--- config.mk ---
export PLATFORM = sky130hd
export DESIGN_NAME = ofs_fim_eth_tx_axis_arb
export DESIGN_NICKNAME = d
export VERILOG_FILES = /design/src/rtl/ofs_fim_eth_tx_axis_arb.sv
export SDC_FILE = /design/constraint.sdc
export NUM_CORES = 1
export LEC_CHECK = 0
export ABC_AREA = 1
export CAP_MARGIN = 40
export CORE_AREA = 2 2 168 170
export DETAILED_ROUTE_END_ITERATION = 7
export DIE_AREA = 0 0 170 172
export GPL_ROUTABILITY_DRIVEN = 0
export SYNTH_ARGS = -nofsm -noshare
export SYNTH_HDL_FRONTEND = slang
export SYNTH_SLANG_ARGS = --single-unit
--- constraint.sdc ---
create_clock -name clk -period 11.4 [get_ports clk]
set_input_delay 2.85 -clock clk [delete_from_list [all_inputs] [get_ports clk]]
set_output_delay 2.85 -clock clk [all_outputs]
set_load 0.02 [all_outputs]
--- src/rtl/ofs_fim_eth_tx_axis_arb.sv ---
// ---------------------------------------------------------------------------
// ofs_fim_eth_tx_axis_arb
//
// Packet-granular round-robin arbiter that shares one FIM-side TX AXI-Stream
// channel among NUM_PORTS AFU-side requesters. Once a port is granted, it owns
// the output until its tlast beat is accepted, so packets never interleave.
// Each packet costs one arbitration cycle in IDLE. After that, its beats flow
// at one per clock through a single output register stage.
//
// Handshake: a beat transfers on a clock edge where tvalid && tready are both
// high. A source must hold tvalid and its payload until that edge. Readiness
// never depends on tvalid in the same cycle.
//
// Parameters
//   NUM_PORTS  : number of requesters (2..8)
//   DATA_WIDTH : tdata width in bits (multiple of 8)
//   USER_WIDTH : tuser width in bits
//   CNT_WIDTH  : width of the forwarded-packet counter (16 by default)
//
// Ports
//   clk, rst     : single clock; asynchronous active-high reset
//   in_tvalid    : per-port beat valid
//   in_tready    : per-port beat ready (only the granted port, only in PKT)
//   in_tdata     : port p at [p*DATA_WIDTH +: DATA_WIDTH]
//   in_tkeep     : port p at [p*DATA_WIDTH/8 +: DATA_WIDTH/8]
//   in_tlast     : per-port end of packet
//   in_tuser     : port p at [p*USER_WIDTH +: USER_WIDTH]
//   out_t*       : FIM-side TX stream (registered)
//   out_tready   : FIM-side ready
//   grant_idx    : port currently owning the output
//   busy         : FSM state, high while in PKT
//   pkt_cnt      : packets forwarded (tlast beats accepted at output), wraps
// ---------------------------------------------------------------------------
module ofs_fim_eth_tx_axis_arb #(
  parameter int NUM_PORTS  = 4,
  parameter int DATA_WIDTH = 64,
  parameter int USER_WIDTH = 8,
  parameter int CNT_WIDTH  = 16,
  localparam int KEEP_WIDTH = DATA_WIDTH / 8,
  localparam int GW         = $clog2(NUM_PORTS)
) (
  input  logic                             clk,
  input  logic                             rst,
  input  logic [NUM_PORTS-1:0]             in_tvalid,
  output logic [NUM_PORTS-1:0]             in_tready,
  input  logic [NUM_PORTS*DATA_WIDTH-1:0]  in_tdata,
  input  logic [NUM_PORTS*KEEP_WIDTH-1:0]  in_tkeep,
  input  logic [NUM_PORTS-1:0]             in_tlast,
  input  logic [NUM_PORTS*USER_WIDTH-1:0]  in_tuser,
  output logic                             out_tvalid,
  output logic [DATA_WIDTH-1:0]            out_tdata,
  output logic [KEEP_WIDTH-1:0]            out_tkeep,
  output logic                             out_tlast,
  output logic [USER_WIDTH-1:0]            out_tuser,
  input  logic                             out_tready,
  output logic [GW-1:0]                    grant_idx,
  output logic                             busy,
  output logic [CNT_WIDTH-1:0]             pkt_cnt
);

  typedef enum logic {
    IDLE = 1'b0,
    PKT  = 1'b1
  } state_t;

  localparam logic [GW-1:0] LAST_IDX = GW'(NUM_PORTS - 1);

  state_t                  state_q, state_d;
  logic [GW-1:0]           rr_ptr_q, rr_ptr_d;
  logic [GW-1:0]           grant_q, grant_d;
  logic                    out_tvalid_q, out_tvalid_d;
  logic [DATA_WIDTH-1:0]   out_tdata_q, out_tdata_d;
  logic [KEEP_WIDTH-1:0]   out_tkeep_q, out_tkeep_d;
  logic                    out_tlast_q, out_tlast_d;
  logic [USER_WIDTH-1:0]   out_tuser_q, out_tuser_d;
  logic [CNT_WIDTH-1:0]    pkt_cnt_q, pkt_cnt_d;

  // Granted port's input stream, muxed by the registered grant.
  logic                    sel_tvalid;
  logic [DATA_WIDTH-1:0]   sel_tdata;
  logic [KEEP_WIDTH-1:0]   sel_tkeep;
  logic                    sel_tlast;
  logic [USER_WIDTH-1:0]   sel_tuser;

  // Round-robin search result.
  logic                    arb_found;
  logic [GW-1:0]           arb_idx;
  logic [GW-1:0]           cand;

  logic                    beat_ready;
  logic                    beat_acc;

  always_comb begin
    sel_tvalid = 1'b0;
    sel_tdata  = '0;
    sel_tkeep  = '0;
    sel_tlast  = 1'b0;
    sel_tuser  = '0;
    for (int p = 0; p < NUM_PORTS; p++) begin
      if (grant_q == GW'(p)) begin
        sel_tvalid = in_tvalid[p];
        sel_tdata  = in_tdata[p*DATA_WIDTH +: DATA_WIDTH];
        sel_tkeep  = in_tkeep[p*KEEP_WIDTH +: KEEP_WIDTH];
        sel_tlast  = in_tlast[p];
        sel_tuser  = in_tuser[p*USER_WIDTH +: USER_WIDTH];
      end
    end
  end

  // Walk upward from rr_ptr with wrap; the first valid port wins.
  always_comb begin
    arb_found = 1'b0;
    arb_idx   = rr_ptr_q;
    cand      = rr_ptr_q;
    for (int i = 0; i < NUM_PORTS; i++) begin
      if (!arb_found && in_tvalid[cand]) begin
        arb_found = 1'b1;
        arb_idx   = cand;
      end
      cand = (cand == LAST_IDX) ? '0 : cand + 1'b1;
    end
  end

  always_comb begin
    state_d      = state_q;
    rr_ptr_d     = rr_ptr_q;
    grant_d      = grant_q;
    in_tready    = '0;
    out_tvalid_d = out_tvalid_q;
    out_tdata_d  = out_tdata_q;
    out_tkeep_d  = out_tkeep_q;
    out_tlast_d  = out_tlast_q;
    out_tuser_d  = out_tuser_q;
    pkt_cnt_d    = pkt_cnt_q;
    beat_acc     = 1'b0;
    // The output register can take a beat when empty or draining this cycle.
    beat_ready   = !out_tvalid_q || out_tready;

    case (state_q)
      IDLE: begin
        if (arb_found) begin
          grant_d = arb_idx;
          state_d = PKT;
        end
      end
      PKT: begin
        in_tready[grant_q] = beat_ready;
        beat_acc           = sel_tvalid && beat_ready;
        if (beat_acc && sel_tlast) begin
          state_d  = IDLE;
          rr_ptr_d = (grant_q == LAST_IDX) ? '0 : grant_q + 1'b1;
        end
      end
      default: state_d = IDLE;
    endcase

    if (beat_acc) begin
      out_tvalid_d = 1'b1;
      out_tdata_d  = sel_tdata;
      out_tkeep_d  = sel_tkeep;
      out_tlast_d  = sel_tlast;
      out_tuser_d  = sel_tuser;
    end else if (out_tready) begin
      out_tvalid_d = 1'b0;
    end

    if (out_tvalid_q && out_tready && out_tlast_q) begin
      pkt_cnt_d = pkt_cnt_q + 1'b1;
    end
  end

  always_ff @(posedge clk or posedge rst) begin
    if (rst) begin
      state_q      <= IDLE;
      rr_ptr_q     <= '0;
      grant_q      <= '0;
      out_tvalid_q <= 1'b0;
      out_tdata_q  <= '0;
      out_tkeep_q  <= '0;
      out_tlast_q  <= 1'b0;
      out_tuser_q  <= '0;
      pkt_cnt_q    <= '0;
    end else begin
      state_q      <= state_d;
      rr_ptr_q     <= rr_ptr_d;
      grant_q      <= grant_d;
      out_tvalid_q <= out_tvalid_d;
      out_tdata_q  <= out_tdata_d;
      out_tkeep_q  <= out_tkeep_d;
      out_tlast_q  <= out_tlast_d;
      out_tuser_q  <= out_tuser_d;
      pkt_cnt_q    <= pkt_cnt_d;
    end
  end

  assign out_tvalid = out_tvalid_q;
  assign out_tdata  = out_tdata_q;
  assign out_tkeep  = out_tkeep_q;
  assign out_tlast  = out_tlast_q;
  assign out_tuser  = out_tuser_q;
  assign grant_idx  = grant_q;
  assign busy       = (state_q == PKT);
  assign pkt_cnt    = pkt_cnt_q;

endmodule

==> impl_metrics.yaml <==
synth:
  synth_cell_types: 31
  synth_common_cells: "nand2_1, dfrtp_1, o21ai_0"
  ys_seq_elements: 103
  yosysMostFrequentCell: "nand2_1"
  synth_top_area_cell: "dfrtp_1"
  ys_seq_area_share_pct: 38.3
  synthFlopType: "dfrtp_1"
  synth_top_area_share_pct: 38.3
  async_reset_ff_share_pct: 100
  ys_top_cells_by_area: "dfrtp_1, nand2_1, o211ai_1, o21ai_0, a21oi_1"
  yosys_warnings: 0
  syn_avg_cell_area_sq_um: 6.83
  synth_cells: 986
  synth_edf_count: 0
  syn_nets: 1323
  syn_area_sq_mm: 0.00674
cts:
  clock-sinks: 103
  cts_resized: 0
  h-tree-depth: 3
  cts_tree: "yes"
  cts_root_buf: "clkbuf_16"
  cts_hold_buf: 0
  cts_buffer_depth: 2
  post_cts_buffers: 0
  cts_buffers: 9
  insertion_delay_ns: 0.35
  clk_pin_slew_worst_paths_ns: 0.07
worst_setup_path:
  crit_path_top_delay_cell: "clkdlybuf4s50_1"
  worstSetupEndpointType: "primary output"
  criticalPathCategory: "in2out"
  critPathRequiredTime_ns: 8.55
  crit-reg2reg-capture: "out_tuser[7]"
  critPathMostFrequentCell: "nor2_1"
  critPathMaxStageDelay_ns: 0.55
  r2r_cells: 11
  arrival_ns: 4.53
  critPathMaxFanout: 5
  worstPathCellList: "clkdlybuf4s50_1 > nor2_1 > nor2_1 > inv_1 > nor2_1 > clkdlybuf4s50_1"
  r2r_start: "grant_idx[0]"
  r2r_slack_ns: 7.60
  crit_path_start_kind: "input pin"
timing:
  rsz0062_at_grt: "no"
  tightest_slew_ns: 0.808
  finalSetupViolCount: 0
  relSlewSlack_pct: 46.1
  finalMaxSlewViolations: 0
  max_freq_mhz: 136
  skew_ns: 0.0100
  fin_crit_sh_pct: 64.7
  hold_viol: 0
  finalCriticalPeriod_ns: 7.38
  tns_ns: 0
die:
  core_area_sq_mm: 0.0275
  die_x_um: 170
  rows: 61
  die_area_sq_mm: 0.0292
  pin_count: 436
  start_util_pct: 24.5
  fp.dieH_um: 172
run_status:
  status: "complete, no violations"
routing:
  avgRoutedWirePerCell_um: 16.8
  route.detailed.drc: 0
  dr.pass1.iters: 5
  drt-initial-drc-count: 380
  viasPerCell: 4.66
  via_count: 8037
  finalWirelength_mm: 28.9
  postRouteAntennaNets: 0
pwr:
  switchingPower_mw: 1.49
  power.internal_mw: 1.48
  power_density_mw_per_mm2: 256
  p_comb_share_pct: 68.5
  p_clk_share_pct: 10.4
  power_mw: 2.98
  swShare_pct: 50.2
  ir_worst_vdd_mv: 0.139
  p_seq_share_pct: 21.1
  leakage_nw: 5.30
global_route:
  antenna_found_initial: 0
  grt_usage_pct: 18.8
  grt_max_degree: 84
  grt_pass1_wl_mm: 42.5
  grt_pass1_vias: 7647
  overflow: 0
hold_path:
  min_path_type: "reg2reg"
  holdPathEnd: "pkt_cnt[15]"
  hold_start: "pkt_cnt[15]"
  worstHoldPathCells: 1
cells_and_area:
  post-route-util_pct: 42.2
  fillCellCount: 2867
  fin_nets: 1709
  final_cells: 1723
  syn_to_final_growth_pct: 72.3
  fin_area_sq_mm: 0.0116
  drive_above_1_share_pct: 3.05
  antenna_cells: 0
run:
  drv_cap: 0
placed_design:
  dp_cells: 1707
  numPortBuffers: 435
  hpwl_mm: 22.1
  placed_area_sq_mm: 0.0113
power groups by stage:
stage               sequential, mW  clock [mW]  combinational (mW)
floorplan                    0.805           0                1.12
global placement             0.632           0                2.03
detailed placement           0.633           0                2.06
CTS                          0.630       0.321                2.07
global route                 0.652       0.335                2.27
finish                       0.628       0.308                2.04
worst max-delay path, delay by kind of cell:
family,cells,cell delay [ns]
buf+inv,3,1.20
simple gates,3,0.47
per-stage QoR:
stage	hold slack [ns]	setup slack [ns]
2_1_floorplan	0.510	5.24
3_3_place_gp	0.461	4.00
3_5_place_dp	0.464	4.03
4_1_cts	0.476	4.02
5_1_grt	0.478	3.90
6_report	0.470	4.02
layer usage:
metal / wire length (um) / share of wire, % / up-vias / track usage [%]
li1: - / - / 4030 / -
met1: 12100 / 42 / 3693 / 23.4
met2: 14400 / 50 / 286 / 33.5
met3: 1970 / 6.8 / 28 / 3.87
met4: 430 / 1.5 / 0 / 4.31
met5: 0 / 0 / - / 0
area by class of cell:
| type | count | area, sq um | area share (%) |
|---|---|---|---|
| Clock buffer | 10 | 239 | 2.06 |
| Clock inverter | 6 | 53.8 | 0.464 |
| Inverter | 32 | 125 | 1.08 |
| Multi-Input combinational cell | 781 | 3700 | 31.8 |
| Sequential cell | 103 | 2580 | 22.2 |
| Tap cell | 346 | 433 | 3.73 |
| Timing Repair Buffer | 445 | 4480 | 38.6 |
cell usage in the layout, fill, tap and decap left out, types with 19 or more instances in the layout:
cell type        synthesis  layout
o211ai_1                81      81
nand3_1                 27      27
o21ai_0                 85      85
inv_1                   26      25
nand2_1                450     450
a21oi_1                 83      83
dfrtp_1                103     103
nor2_1                  19      19
clkdlybuf4s50_1          0     435
worst max path at each step:
stage | start | endpoint | cells past startpoint
2_1_floorplan | out_tready | in_tready[0] | 4
3_3_place_gp | out_tready | in_tready[3] | 6
3_5_place_dp | out_tready | in_tready[0] | 6
4_1_cts | out_tready | in_tready[0] | 6
5_1_grt | out_tready | in_tready[3] | 6
6_report | out_tready | in_tready[1] | 6
logic make-up (layout without fill, tap and decap cells):
family          count (synthesis)  count (layout)  synth area share, %
compound gates                253             253                 21.9
flops                         103             103                 38.3
mux                             1               1                0.167
buf+inv                       102             493                 7.23
fa+ha+maj                       6               6                 1.11
xor+xnor                       15              15                 1.95
simple gates                  506             506                 29.4
registers in the layout, indices dropped and copies added, names as in the netlist:
name / cells
out_tlast: 1
grant_idx: 2
out_tkeep: 8
busy: 1
pkt_cnt: 16
out_tvalid: 1
rr_ptr_q: 2
out_tuser: 8
out_tdata: 64
Note: power is estimated with default switching activity, not from simulation.
